===== config.mk =====
export PLATFORM = sky130hd
export DESIGN_NAME = leitor_mem_coor
export DESIGN_NICKNAME = d
export VERILOG_FILES = /design/src/rtl/leitor_mem_coor.sv
export SDC_FILE = /design/constraint.sdc
export NUM_CORES = 1
export LEC_CHECK = 0
export ABC_AREA = 1
export BUFFER_PORTS_ARGS = -buffer_cell sky130_fd_sc_hd__buf_2
export CORE_MARGIN = 2
export CORE_UTILIZATION = 48
export DETAILED_ROUTE_END_ITERATION = 16
export HOLD_SLACK_MARGIN = 0.02
export PLACE_DENSITY = 0.81
export SLEW_MARGIN = 5
export SYNTH_ARGS = -nofsm -noshare
export SYNTH_HDL_FRONTEND = slang
export SYNTH_SLANG_ARGS = --single-unit

===== constraint.sdc =====
create_clock -name clock -period 1.7 [get_ports clock]
set_input_delay 0.425 -clock clock [delete_from_list [all_inputs] [get_ports clock]]
set_output_delay 0.425 -clock clock [all_outputs]
set_load 0.01 [all_outputs]

===== src/rtl/leitor_mem_coor.sv =====
// Sequential reader/unpacker for the object-coordinate memory: scans every entry in address
// order and hands the unpacked {coor_x, coor_y, opcode} fields out over valido/pronto.
module leitor_mem_coor #(
   parameter int unsigned N      = 4,
   parameter int unsigned DEPTH  = 8,
   parameter int unsigned ADDR_W = 3
) (
   input  logic              clock,
   input  logic              reset,
   input  logic              iniciar,
   input  logic              pular_vazios,
   output logic [ADDR_W-1:0] mem_endereco,
   output logic              mem_leitura,
   input  logic [2*N+1:0]    mem_dado,
   output logic [N-1:0]      coor_x,
   output logic [N-1:0]      coor_y,
   output logic [1:0]        opcode,
   output logic [ADDR_W-1:0] indice,
   output logic              valido,
   input  logic              pronto,
   output logic              ocupado,
   output logic              fim
);

   typedef enum logic [2:0] {StOcioso, StLe, StEspera, StEntrega, StFim} state_e;

   localparam logic [ADDR_W-1:0] LastAddr = ADDR_W'(DEPTH - 1);

   state_e            state_q, state_d;
   logic [ADDR_W-1:0] cnt_q, cnt_d;
   logic [ADDR_W-1:0] end_q, end_d;
   logic              skip_q, skip_d;
   logic [N-1:0]      x_q, x_d;
   logic [N-1:0]      y_q, y_d;
   logic [1:0]        op_q, op_d;
   logic [ADDR_W-1:0] idx_q, idx_d;
   logic              is_last;
   logic              empty_slot;

   assign is_last    = (cnt_q == LastAddr);
   assign empty_slot = skip_q && (mem_dado[1:0] == 2'b00);

   always_comb begin
      state_d = state_q;
      cnt_d   = cnt_q;
      end_d   = end_q;
      skip_d  = skip_q;
      x_d     = x_q;
      y_d     = y_q;
      op_d    = op_q;
      idx_d   = idx_q;
      case (state_q)
         StOcioso: begin
            cnt_d = '0;
            if (iniciar) begin
               state_d = StLe;
               skip_d  = pular_vazios;
               end_d   = '0;
            end
         end
         StLe: state_d = StEspera;
         StEspera: begin
            x_d   = mem_dado[2*N+1:N+2];
            y_d   = mem_dado[N+1:2];
            op_d  = mem_dado[1:0];
            idx_d = cnt_q;
            if (!empty_slot) begin
               state_d = StEntrega;
            end else if (is_last) begin
               state_d = StFim;
            end else begin
               state_d = StLe;
               cnt_d   = cnt_q + ADDR_W'(1);
               end_d   = cnt_q + ADDR_W'(1);
            end
         end
         StEntrega: begin
            if (pronto) begin
               if (is_last) begin
                  state_d = StFim;
               end else begin
                  state_d = StLe;
                  cnt_d   = cnt_q + ADDR_W'(1);
                  end_d   = cnt_q + ADDR_W'(1);
               end
            end
         end
         StFim: state_d = StOcioso;
         default: state_d = StOcioso;
      endcase
   end

   always_ff @(posedge clock or negedge reset) begin
      if (!reset) begin
         state_q <= StOcioso;
         cnt_q   <= '0;
         end_q   <= '0;
         skip_q  <= 1'b0;
         x_q     <= '0;
         y_q     <= '0;
         op_q    <= '0;
         idx_q   <= '0;
      end else begin
         state_q <= state_d;
         cnt_q   <= cnt_d;
         end_q   <= end_d;
         skip_q  <= skip_d;
         x_q     <= x_d;
         y_q     <= y_d;
         op_q    <= op_d;
         idx_q   <= idx_d;
      end
   end

   // Control outputs decode straight from the state so reset clears them asynchronously.
   assign mem_endereco = end_q;
   assign mem_leitura  = (state_q == StLe);
   assign valido       = (state_q == StEntrega);
   assign ocupado      = (state_q != StOcioso);
   assign fim          = (state_q == StFim);
   assign coor_x       = x_q;
   assign coor_y       = y_q;
   assign opcode       = op_q;
   assign indice       = idx_q;

endmodule


# == Word level (Yosys, flattened, before mapping) ==
# Cells that the tools add are included.
# totals
out_inout_bits,20
in_bits,15
elab_cells,40
reg_bits,23
# classes
mux,14
n_addsub,1
n_eq_ne,8
reduce_logical,9
# ops
op,n
3-bit two-way mux,11
3-bit one-hot mux with 3 select lines,2
3-bit one-hot mux with 4 select lines,1
"3-bit by 2-bit equality test with 1-bit output, second input constant",2
"3-bit equality test, second input constant",2
3-bit nonzero test,2
"2-bit != test, second input constant",2
2-bit AND reduction,2
4-bit AND reduction,1
"3-bit by 1-bit adder with 3-bit output, second input constant",1
"3-bit by 1-bit equality test with 1-bit output, second input constant",1
3-bit zero test,1
3-bit AND reduction,1
2-bit zero test,1
"2-bit by 1-bit != test with 1-bit output, second input constant",1
1-bit logical AND,1

# == Longest topological paths before layout ==
# logic_depth
word_depth,4
ltp_mapped,7
depth_no_buf,7

# == Least setup slack after synthesis ==
# No wires, ideal clock.
# synth_path
path_type,flip-flop to flip-flop
startpoint,reg cnt_q[0]
endpoint,"reg end_q[0], in the netlist mem_endereco[0]"
n_path_buf,0
period_less_slack_ps,1370
slack_ps,330
stages_incl_launch_ff,8
arrival_ps,1249
required_ps,1579
setup_ps,121
cell_sequence,dfrtp_1 ha_1 ha_1 nand3b_1 nand2_2 nand2_1 o21bai_1 nand2_1
# synth_via
elab_chain_cells,4
elab_cells_between_ends,6
classes_between,add/sub: 1; eq/ne: 1; mux: 4
# synth_rtl
item,line,source
start: declaration,30,"logic [ADDR_W-1:0] cnt_q, cnt_d;"
start signal: assignment,105,cnt_q <= cnt_d;
3-bit by 1-bit adder with 3-bit output / 3-bit equality test (equally long branches),"74, 84, 40",
3-bit two-way mux (*),"69, 79",
"3-bit two-way mux, on equally long branches","78, 67",
3-bit one-hot mux with 3 select lines (*),52,case (state_q)
end signal: assignment,106,end_q <= end_d;
end: declaration,31,"logic [ADDR_W-1:0] end_q, end_d;"
# Mark *: on every way between the ends. The rest lies on a longest branch, timed or not. The select of a mux whose other input is x is not followed.
# A chain may end at the register's enable or synchronous reset.

# == Worst setup path in the final report ==
# layout_path
startpoint,reg state_q[2]
endpoint,out ocupado
# layout_via
elab_chain_cells,1
# layout_rtl
item,line,source
start: declaration,29,"state_e state_q, state_d;"
start signal: assignment,95,state_q <= StOcioso;
start signal: assignment,104,state_q <= state_d;
3-bit nonzero test,119,assign ocupado = (state_q != StOcioso);
end: declaration,21,"output logic ocupado,"
# Every way passes these cells.

==> impl_metrics.tcl <==
set metrics [dict create \
    status "completed" \
    worstSkewPairLatency_ns 0.30 \
    grt_pass1_wl_mm 3.30 \
    drv_slew 0 \
    regArea_sq_um 577 \
    cp.arrival_ns 1.22 \
    synth_ff_type "dfrtp_1" \
    r2r_slack_ns 0.17 \
    endpoint_kind "output port" \
    yosysWarnings 0 \
    fin_util 0.627 \
    row_count 16 \
    synth_common_cells "nand2_1 (46), dfrtp_1 (23), inv_1 (13)" \
    vias 894 \
    hold_class "input port to async pin" \
    crit_chain "nor2_1 -> nand2_1 -> buf_2" \
    post_cts_buffers 0 \
    dieArea_sq_um 2540 \
    start_util 0.517 \
    layout-drive-gt1-share 0.293 \
    drc 0 \
    fp.dieW_microns 50.4 \
    cts.sinks 23 \
    antenna_found_initial 0 \
    n_antenna_cell 0 \
    synthMuxAreaShare 0 \
    clock_skew_ns 0.00687 \
    cts_tree "built" \
    syn_inst 120 \
    ir_drop_uv 1020 \
    max-clock-path-buffers 2 \
    max_clock_freq_mhz 607 \
    yosys.area_share.simple 0.293 \
    pin_count 35 \
    grt_max_degree 24 \
    coreArea_sq_um 2000 \
    ys_ff_latch 23 \
    r2r_start "cnt_q[0]" \
    syn_area_sq_um 1030 \
    drt-initial-drc-count 34 \
    finalNetCount 175 \
    place_congestion 0.885 \
    numCtsBuffers 3 \
    multi_input_area_sq_um 388 \
    ant_nets 0 \
    synthAdderAreaFrac 0.0242 \
    powerDensity_nw_per_um2 1800 \
    synth_enable_flop_cells 0 \
    yosysSeqAreaShare 0.556 \
    fin_crit_sh 0.970 \
    dp.final_hpwl_mm 1.48 \
    hold_violations 0 \
    filler_cell_count 183 \
    max_cap_viol_count 0 \
    cts-htree-levels 1 \
    first_global_vias 757 \
    worstPathRequired_ns 1.27 \
    io_buffers 34 \
    dr.pass1.iters 5 \
    layout_min_cycle_time_ns 1.65 \
    synthXorXnorAreaFrac 0 \
    fin_ws_ns 0.0512 \
    timing.hold.ws_ns 0.0620 \
    synth_compound_area_frac 0.0580 \
    synth_cell_types 19 \
    syn_to_final_growth_pct 21.3 \
    start_kind "flip-flop" \
    setup_viol 0 \
    syn_area_per_cell_sq_um 8.62 \
    slowest_delay_ns 0.45 \
    tns_ns 0 \
    slew_headroom 0.674 \
    root_buffer "clkbuf_4" \
    drt_wl_total_mm 1.99 \
    reg2reg_to "mem_endereco[0]" \
    yosysMostFrequentCell "nand2_1" \
    die_y_microns 50.4 \
    async_flop_share 1.00 \
    cp_slowest_cell "dfrtp_1" \
    crit_type "flip-flop to output port" \
    grt_overflow 0 \
    avgRoutedWirePerCell_microns 10.8 \
    synth_top_cell_by_area "dfrtp_1" \
    ys_top_cells_by_area "dfrtp_1 (56%), nand2_1 (17%), inv_1 (4.7%)" \
    hold_buffers 0 \
    path_clk_slew_ns 0.12 \
    rsz0062_at_grt "no" \
    synth_fp_nets 137 \
    placement.setup.worst_slack_ns 0.212 \
    synth_top_cell_area_share 0.556 \
    power.leakage_nw 0.742 \
    track_usage 0.172 \
    cp_max_fo 4 \
    rr_worst_depth 7 \
    tightest_slew_ns 0.488 \
    synth_top_family_by_area "simple AND/OR/NAND/NOR gates" \
    via_per_inst 4.86 \
]
==> metrics by stage <==
| stage | total power [W] | instance area (sq um) | instances |
|---|---|---|---|
| global route | 0.00248 | 1250 | 184 |
| finish | 0.00226 | 1250 | 184 |
| detailed placement | 0.00203 | 1230 | 180 |
| floorplan | 0.00167 | 1030 | 120 |
| global placement | 0.00198 | 1230 | 180 |
| CTS | 0.00227 | 1250 | 184 |
==> metal layers <==
| metal | part of all wire | up-vias | GRT usage |
|---|---|---|---|
| met2 | 0.42 | 45 | 0.263 |
| met4 | 0.024 | 0 | 0.0811 |
| li1 | - | 447 | - |
| met1 | 0.49 | 392 | 0.241 |
| met3 | 0.067 | 10 | 0.0268 |
| met5 | 0 | - | 0 |
==> cell type report <==
class	instances	area share
clock buffers	4	0.0209
multi-input cells	81	0.309
inverters	14	0.0419
well taps	27	0.0269
repair buffers	35	0.142
flip-flops and latches	23	0.460
==> where the power goes <==
group          switching (W)  internal [W]  total [W]
registers           0.000158      0.000791   0.000949
clock network       0.000149     0.0000915   0.000241
logic               0.000665      0.000402    0.00107
==> critical path: cells and delay by family, from the launching register on <==
| kind | cells | cell delay [ns] |
|---|---|---|
| flops | 1 | 0.45 |
| simple gates | 2 | 0.31 |
| buf+inv | 1 | 0.16 |
==> worst max-delay path by stage <==
stage | from | endpoint | cells after the start
5_1_grt | state_q[2] | ocupado | 3
2_1_floorplan | cnt_q[0] | mem_endereco[0] | 7
4_1_cts | state_q[0] | ocupado | 3
6_report | state_q[2] | ocupado | 3
3_5_place_dp | cnt_q[0] | mem_endereco[0] | 7
3_3_place_gp | cnt_q[0] | mem_endereco[0] | 7
==> placed cells by master, fill, tap and decap left out <==
cell	instances
nand2_1	46
buf_2	34
dfrtp_1	22
inv_1	13
nor2_1	5
nand3_1	5
nand2_2	4
o21ai_0	4
o21bai_1	3
nand4_1	3
clkbuf_4	3
nor3_1	2
nand3b_1	2
a21oi_1	2
ha_1	2
nor2_2	1
nor2_4	1
inv_2	1
a211oi_1	1
clkbuf_1	1
buf_4	1
dfrtp_2	1
==> cells by family after synthesis <==
group,count (synthesis)
buffers and inverters,16
adder cells (fa/ha/maj),2
flip-flops,23
AO/OA/AOI/OAI,10
AND/OR/NAND/NOR,69
==> registers in the layout (all words and copies together) (netlist names) <==
| name | flops |
|---|---|
| coor_x | 4 |
| indice | 3 |
| coor_y | 4 |
| skip_q | 1 |
| opcode | 2 |
| mem_endereco | 3 |
| cnt_q | 3 |
| state_q | 3 |
==> what timing repair did <==
item / 4_1_cts / 5_1_grt
setup endpoints to repair: 0 / 2
resized for setup: 0 / 1
hold endpoints to repair: 0 / 0
Note: power is estimated with default switching activity, not from simulation.
